$ cat config.mk
export PLATFORM = sky130hd
export DESIGN_NAME = harness_cmd_decoder
export DESIGN_NICKNAME = d
export VERILOG_FILES = /design/src/rtl/harness_cmd_decoder.sv
export SDC_FILE = /design/constraint.sdc
export NUM_CORES = 1
export LEC_CHECK = 0
export CORE_MARGIN = 2
export CORE_UTILIZATION = 50
export CTS_CLUSTER_SIZE = 30
export DETAILED_ROUTE_END_ITERATION = 10
export PLACE_DENSITY = 0.81
export SLEW_MARGIN = 10
export SYNTH_ARGS = -nofsm -noshare
export SYNTH_HDL_FRONTEND = slang
export SYNTH_SLANG_ARGS = --single-unit
$ cat constraint.sdc
create_clock -name clk -period 3.9 [get_ports clk]
set_input_delay 0.585 -clock clk [delete_from_list [all_inputs] [get_ports clk]]
set_output_delay 0.585 -clock clk [all_outputs]
set_load 0.05 [all_outputs]
$ cat src/rtl/harness_cmd_decoder.sv
// harness_cmd_decoder
//   Hardware front end for a compiled DUT. Decodes the harness command byte
//   stream and drives the DUT input bus, reset and clock-enable step strobe.
//   It also serializes a snapshot of the DUT output bus back as response bytes.
//   Commands (accepted in IDLE):
//     'j' assert DUT reset
//     'k' release DUT reset
//     'l' one-cycle step pulse
//     'm' load IN_BYTES payload bytes, first byte ends up in the MSBs
//     'h' emit OUT_WORDS*4 snapshot bytes, LSB first
//     'i' end session
//   Any other byte sets err and ends the session.
// Ports
//   clk, rst            clock (rising edge); asynchronous active-low reset
//   cmd_valid/ready/data command byte stream in
//   rsp_valid/ready/data response byte stream out
//   dut_rst, dut_step   DUT reset (active-high) and step strobe
//   dut_data_in/out     packed DUT input / output buses
//   done, err           sticky session-ended and unknown-command flags
module harness_cmd_decoder #(
  parameter int IN_WIDTH  = 32,
  parameter int OUT_WIDTH = 32
) (
  input  logic                 clk,
  input  logic                 rst,
  input  logic                 cmd_valid,
  input  logic [7:0]           cmd_data,
  output logic                 cmd_ready,
  output logic                 rsp_valid,
  output logic [7:0]           rsp_data,
  input  logic                 rsp_ready,
  output logic                 dut_rst,
  output logic                 dut_step,
  output logic [IN_WIDTH-1:0]  dut_data_in,
  input  logic [OUT_WIDTH-1:0] dut_data_out,
  output logic                 done,
  output logic                 err
);

  localparam int IN_BYTES   = (IN_WIDTH + 7) / 8;
  localparam int OUT_WORDS  = (OUT_WIDTH + 31) / 32;
  localparam int EMIT_BYTES = OUT_WORDS * 4;
  localparam int SNAP_W     = OUT_WORDS * 32;
  localparam int MAX_BYTES  = (IN_BYTES > EMIT_BYTES) ? IN_BYTES : EMIT_BYTES;
  localparam int CW         = $clog2(MAX_BYTES + 1);

  localparam logic [CW-1:0] LOAD_LAST = CW'(IN_BYTES - 1);
  localparam logic [CW-1:0] EMIT_LAST = CW'(EMIT_BYTES - 1);

  typedef enum logic [1:0] {IDLE, LOAD, EMIT, HALT} state_t;

  state_t              state_q, state_n;
  logic [CW-1:0]       cnt_q, cnt_n;
  logic [SNAP_W-1:0]   snap_q, snap_n;
  logic [SNAP_W-1:0]   out_ext;
  logic                rsp_valid_n;
  logic [7:0]          rsp_data_n;
  logic                dut_rst_n, dut_step_n, done_n, err_n;
  logic [IN_WIDTH-1:0] dut_data_in_n;
  logic                accept;

  assign cmd_ready = (state_q == IDLE) || (state_q == LOAD);
  assign accept    = cmd_valid && cmd_ready;

  always_comb begin
    out_ext = '0;
    out_ext[OUT_WIDTH-1:0] = dut_data_out;
  end

  always_comb begin
    state_n       = state_q;
    cnt_n         = cnt_q;
    snap_n        = snap_q;
    rsp_valid_n   = rsp_valid;
    rsp_data_n    = rsp_data;
    dut_rst_n     = dut_rst;
    dut_step_n    = 1'b0;
    dut_data_in_n = dut_data_in;
    done_n        = done;
    err_n         = err;

    unique case (state_q)
      IDLE: begin
        if (accept) begin
          unique case (cmd_data)
            8'h6A: dut_rst_n = 1'b1;
            8'h6B: dut_rst_n = 1'b0;
            8'h6C: dut_step_n = 1'b1;
            8'h6D: begin
              state_n = LOAD;
              cnt_n   = '0;
            end
            8'h68: begin
              // Byte 0 is presented together with the snapshot so that
              // rsp_valid rises on the edge that accepts 'h'.
              snap_n      = out_ext;
              rsp_data_n  = out_ext[7:0];
              rsp_valid_n = 1'b1;
              cnt_n       = '0;
              state_n     = EMIT;
            end
            8'h69: begin
              done_n  = 1'b1;
              state_n = HALT;
            end
            default: begin
              err_n   = 1'b1;
              done_n  = 1'b1;
              state_n = HALT;
            end
          endcase
        end
      end
      LOAD: begin
        if (accept) begin
          // Concatenate and truncate: also covers IN_WIDTH == 8, where the
          // whole bus is replaced by the new byte.
          dut_data_in_n = IN_WIDTH'({dut_data_in, cmd_data});
          if (cnt_q == LOAD_LAST) begin
            state_n = IDLE;
          end else begin
            cnt_n = cnt_q + CW'(1);
          end
        end
      end
      EMIT: begin
        if (rsp_valid && rsp_ready) begin
          if (cnt_q == EMIT_LAST) begin
            rsp_valid_n = 1'b0;
            state_n     = IDLE;
          end else begin
            // Snapshot shifts right so the next byte is always at [15:8].
            snap_n     = snap_q >> 8;
            rsp_data_n = snap_q[15:8];
            cnt_n      = cnt_q + CW'(1);
          end
        end
      end
      HALT: begin
      end
      default: state_n = IDLE;
    endcase
  end

  always_ff @(posedge clk or negedge rst) begin
    if (!rst) begin
      state_q     <= IDLE;
      cnt_q       <= '0;
      snap_q      <= '0;
      rsp_valid   <= 1'b0;
      rsp_data    <= '0;
      dut_rst     <= 1'b1;
      dut_step    <= 1'b0;
      dut_data_in <= '0;
      done        <= 1'b0;
      err         <= 1'b0;
    end else begin
      state_q     <= state_n;
      cnt_q       <= cnt_n;
      snap_q      <= snap_n;
      rsp_valid   <= rsp_valid_n;
      rsp_data    <= rsp_data_n;
      dut_rst     <= dut_rst_n;
      dut_step    <= dut_step_n;
      dut_data_in <= dut_data_in_n;
      done        <= done_n;
      err         <= err_n;
    end
  end

endmodule

# After elaboration in Yosys (flattened, before gate mapping)
# Index checks and enable logic that the tools add are counted.
dict set report word_totals {
  ff_bits 82
  latchBits 0
  ram_bits 0
  mem_bits_ro 0
  in_bits 44
  out_inout_bits 46
  memories 0
}
dict set report classes {
  add_sub_neg 1
  n_mul 0
  div 0
  magnitude_cmp 0
  eq_ne 17
  shifts 0
  mux 31
  bitwise_logic 2
  reduce_logical 19
}
# cell count
set ops {}
lappend ops {{2-to-1 mux 32 bit} 4}
lappend ops {{case mux 32 bit (2 select lines)} 1}
lappend ops {{equality test 8 x 7 -> 1 bit, second input constant} 6}
lappend ops {{2-to-1 mux 8 bit} 4}
lappend ops {{AND reduction 5 bit} 4}
lappend ops {{case mux 8 bit (2 select lines)} 1}
lappend ops {{2-to-1 mux 3 bit} 5}
lappend ops {{!= test 2 bit, second input constant} 7}
lappend ops {{case mux 2 bit (3 select lines)} 2}
lappend ops {{case mux 3 bit (3 select lines)} 1}
lappend ops {{AND reduction 3 bit} 3}
lappend ops {{2-to-1 mux 2 bit} 4}
lappend ops {{2-to-1 mux 1 bit} 7}
lappend ops {{OR reduction 6 bit} 1}
lappend ops {{OR reduction 5 bit} 1}
lappend ops {{case mux 1 bit (2 select lines)} 2}
lappend ops {{nonzero test 2 bit} 2}
lappend ops {{adder 3 x 1 -> 3 bit, second input constant} 1}
lappend ops {{equality test 3 x 2 -> 1 bit, second input constant} 1}
lappend ops {{nonzero test 3 bit} 1}
lappend ops {{OR reduction 3 bit} 1}
lappend ops {{equality test 2 x 1 -> 1 bit, second input constant} 1}
lappend ops {{equality test 2 bit, second input constant} 1}
lappend ops {{logical AND 1 bit} 2}
lappend ops {{other kinds (6)} 7}

# Logic depth before layout (Yosys ltp)
dict set report depth {
  depth_word 5
  mapped_depth 7
  mapped_depth_nobuf 6
}

# Worst setup path before layout
# OpenSTA, ideal clock, no wires.
dict set report synth_timing {
  path_type {input -> register}
  start {input port cmd_data[2]}
  end {register rsp_data[0]}
  setup_ns 0.125
  arrival_ns 2.087
  required_time_ns 3.775
  slack_ns 1.688
  cell_stages 6
  path_cell_list {buf_6 > or4b_4 > o21ai_2 > o2111ai_4 > buf_6 > mux2_4}
}
dict set report synth_via {
  elab_chain_cells 3
}
# item line_no
set synth_lines {}
lappend synth_lines {{from (decl)} 27} ;# input logic [7:0] cmd_data,
lappend synth_lines {{equality test 8 x 7 -> 1 bit} 85} ;# unique case (cmd_data)
lappend synth_lines {{!= test 2 x 1 -> 1 bit (no line)} --}
lappend synth_lines {{AND reduction 5 bit (no line)} --}
lappend synth_lines {{to (signal assigned)} 162} ;# rsp_data <= rsp_data_n;
lappend synth_lines {{to (decl)} 30} ;# output logic [7:0] rsp_data,
# No other way between the ends.
# A chain may end at the register's enable or synchronous reset.

# Worst setup path in the final report
dict set report layout_timing {
  start {register state_q[0]}
  end {output port cmd_ready}
}
dict set report layout_via {
  elab_chain_cells 2
  elab_cells_between_ends 3
  classes_between {eq/ne: 1; reduce/logical: 2}
}
# item line_no
set layout_lines {}
lappend layout_lines {{from (decl)} 52} ;# state_t state_q, state_n;
lappend layout_lines {{from (signal assigned)} 158} ;# state_q <= state_n;
lappend layout_lines {{equality test 2 x 1 -> 1 bit / zero test 2 bit (equally long branches)} 62} ;# assign cmd_ready = (state_q == IDLE) || (state_q == LOAD);
lappend layout_lines {{logical OR 1 bit (*)} 62}
lappend layout_lines {{to (decl)} 28} ;# output logic cmd_ready,
# Mark *: on every way between the ends. The rest lies on a longest branch, timed or not.

==> impl_metrics.yaml <==
status:
  status: "finished, final reports clean"
die:
  die_w_um: 88.81
  core_region_area_um2: 6869
  fp.dieH_um: 88.81
  die_area_um2: 7886
  initial_core_util_pct: 52.35
  num_rows: 30
  pin_count: 90
cts:
  clk_latency_ns: 0.35
  cts_sinks: 74
  cts_tree: "built"
  cts_root_buffer: "clkbuf_8"
  post_cts_buffers: 0
  cts_buffers: 9
  htreeDepth: 3
  cts-resized-gates: 0
  clkTransAtPathRegs_ns: 0.08
  clockBufferDepth: 2
  ctsHoldBuffers: 0
cells_and_area:
  areaGrowthSynthToFinish_pct: 31.32
  design_area_um2: 4722
  final_core_util_pct: 68.74
  layout-drive-gt1-share_pct: 34.81
  antenna_cells: 0
  fin_nets: 384
sta:
  setup-violations-final: 0
  slew_viol_final: 0
  fin_hold_ws_ns: 0.3651
  fin_skew_ns: 0.004277
  timing.setup.tns_ns: 0
  rsz0062_at_grt: "false"
  fin_crit_sh_pct: 72.28
  maxSlewHeadroom_pct: 38.19
  hold_viol_final: 0
  period_minus_slack_ns: 2.819
  tightest_slew_ns: 0.9271
  max_freq_ghz: 0.3548
routing:
  drc: 0
  drt_first_pass_iters: 4
  drt-total-wl_um: 6923
  via_count: 2239
  wl_per_cell_um: 15.91
  drt-initial-drc-count: 68
  antenna_left: 0
  vias_per_cell: 5.147
critical_path:
  cp_max_fo: 8
  cp-start-kind: "flop"
  slowest_stage: "clkdlybuf4s50_1"
  cp.arrival_ns: 2.23
  cp_cell_sequence: "inv_1 -> ha_1 -> or2_2 -> clkdlybuf4s50_1"
  crit_family: "buffers and inverters"
  endpoint_kind: "output port"
  worst-path-buf-inv: 2
  worstRegToRegCells: 7
  required_ns: 3.31
  reg2reg_from: "state_q[0]"
  max_stage_delay_ns: 0.80
  path_depth: 4
  r2r_end: "snap_q[7]"
  r2r_slack_ns: 1.53
  path_class: "reg -> out"
pwr:
  p_leak_nw: 2.087
  irDropWorstVdd_v: 0.0004757
  powerDensity_nw_per_um2: 997.9
synth:
  synth_most_common_cell: "dfrtp_1"
  synth_top_area_share_pct: 50.80
  syn_inst: 250
  yosys_warnings: 0
  netlist_area_um2: 3596
  synthFlopType: "dfrtp_1"
  synthTopCellsByCount: "73 x dfrtp_1, 59 x mux2_2, 30 x mux2_4"
  synth_edf_count: 0
  synth_top_cell_by_area: "dfrtp_1"
  ys_types: 38
  yosys_register_bits: 74
  avgSynthCellArea_um2: 14.38
  yosysSeqAreaShare_pct: 51.53
  synth.area.top_cells: "dfrtp_1 51%, mux2_2 18%, mux2_4 13%, ha_1 2.1%, nor2b_1 2.1%"
  synth_nets: 300
  ys_async_sr_fraction_pct: 100.0
global_routing:
  grt_max_degree: 75
  grtUsageTotal_pct: 18.76
  antenna_found_initial: 0
  grt_remaining_overflow: 0
  grt_pass1_vias: 2221
  grt_pass1_wl_um: 11180
worst_hold_path:
  hp-class: "in -> async"
placed_design:
  portBuffers: 89
  place.gp.congestion: 0.8196
  place_area_um2: 4494
  post-dp-hpwl_um: 4751
job:
  drv_cap: 0
[final cells by class]
type | count | area, um2
fill | 502 | 2147
sequential | 74 | 1853
multi-input combinational | 150 | 1584
timing repair buffer | 92 | 910.9
clock buffer | 10 | 137.6
tap | 96 | 120.1
clock inverter | 6 | 90.09
inverter | 7 | 26.28
[layer usage]
layer / track usage (%) / wire (um) / vias up / part of all wire (%)
met4: 7.025 / 125 / 0 / 1.8
li1: - / - / 1043 / -
met1: 25.44 / 3162 / 1126 / 46
met3: 3.638 / 224 / 10 / 3.2
met2: 29.99 / 3411 / 60 / 49
met5: 0 / 0 / - / 0
[cell usage in the layout (no fill, tap or decap), types with 2 or more instances in the layout]
cell | netlist | layout
dfrtp_1 | 73 | 73
buf_4 | 8 | 4
bufinv_16 | 0 | 2
clkinv_4 | 0 | 2
nor2b_1 | 12 | 12
mux2_2 | 59 | 59
nand3_1 | 2 | 2
nand2_1 | 7 | 7
mux2i_1 | 4 | 4
a211oi_1 | 2 | 2
inv_1 | 7 | 7
nor3b_1 | 4 | 4
clkdlybuf4s50_1 | 0 | 88
mux2_4 | 30 | 30
o21ai_0 | 3 | 3
clkbuf_8 | 0 | 10
ha_1 | 6 | 6
nor2_1 | 2 | 2
[cell families (layout without fill, tap and decap cells)]
kind of cell | count (synthesis) | count (layout) | synth area share (%)
muxes | 93 | 93 | 32.12
DFF | 74 | 74 | 51.53
and+or+nand+nor | 35 | 35 | 6.020
buffers and inverters | 26 | 115 | 4.419
AOI/OAI and AO/OA | 15 | 15 | 3.584
adders and majority gates | 6 | 6 | 2.088
xor gates and xnor gates | 1 | 1 | 0.2436
[state kept, by name (all words and copies together), names as in the netlist]
register,flops
err,1
snap_q,25
state_q,2
rsp_data,7
rsp_valid,1
dut_step,1
dut_rst,1
cnt_q,3
done,1
dut_data_in,32
[how the worst max path moves through the flow]
stage	slack, ns	end	start
finish	1.08	cmd_ready	state_q[0]
global route	1.01	cmd_ready	state_q[1]
CTS	1.10	cmd_ready	state_q[0]
floorplan	1.69	rsp_data[0]	cmd_data[2]
global placement	1.02	rsp_data[4]	cmd_data[0]
detailed placement	0.96	snap_q[31]	cmd_data[2]
[through the flow]
| step | setup slack (ns) | std cells | power, W |
|---|---|---|---|
| 2_1_floorplan | 1.688 | 250 | 0.003449 |
| 3_3_place_gp | 1.019 | 419 | 0.004000 |
| 3_5_place_dp | 0.9587 | 419 | 0.004071 |
| 4_1_cts | 1.096 | 435 | 0.004746 |
| 5_1_grt | 1.011 | 435 | 0.004958 |
| 6_report | 1.081 | 435 | 0.004712 |
[power by group]
group          internal [W]  switching [W]  total [W]
clock network      0.000378       0.000288   0.000666
registers           0.00114       0.000222    0.00136
logic               0.00127        0.00141    0.00268
(Power assumes the default switching activity.)
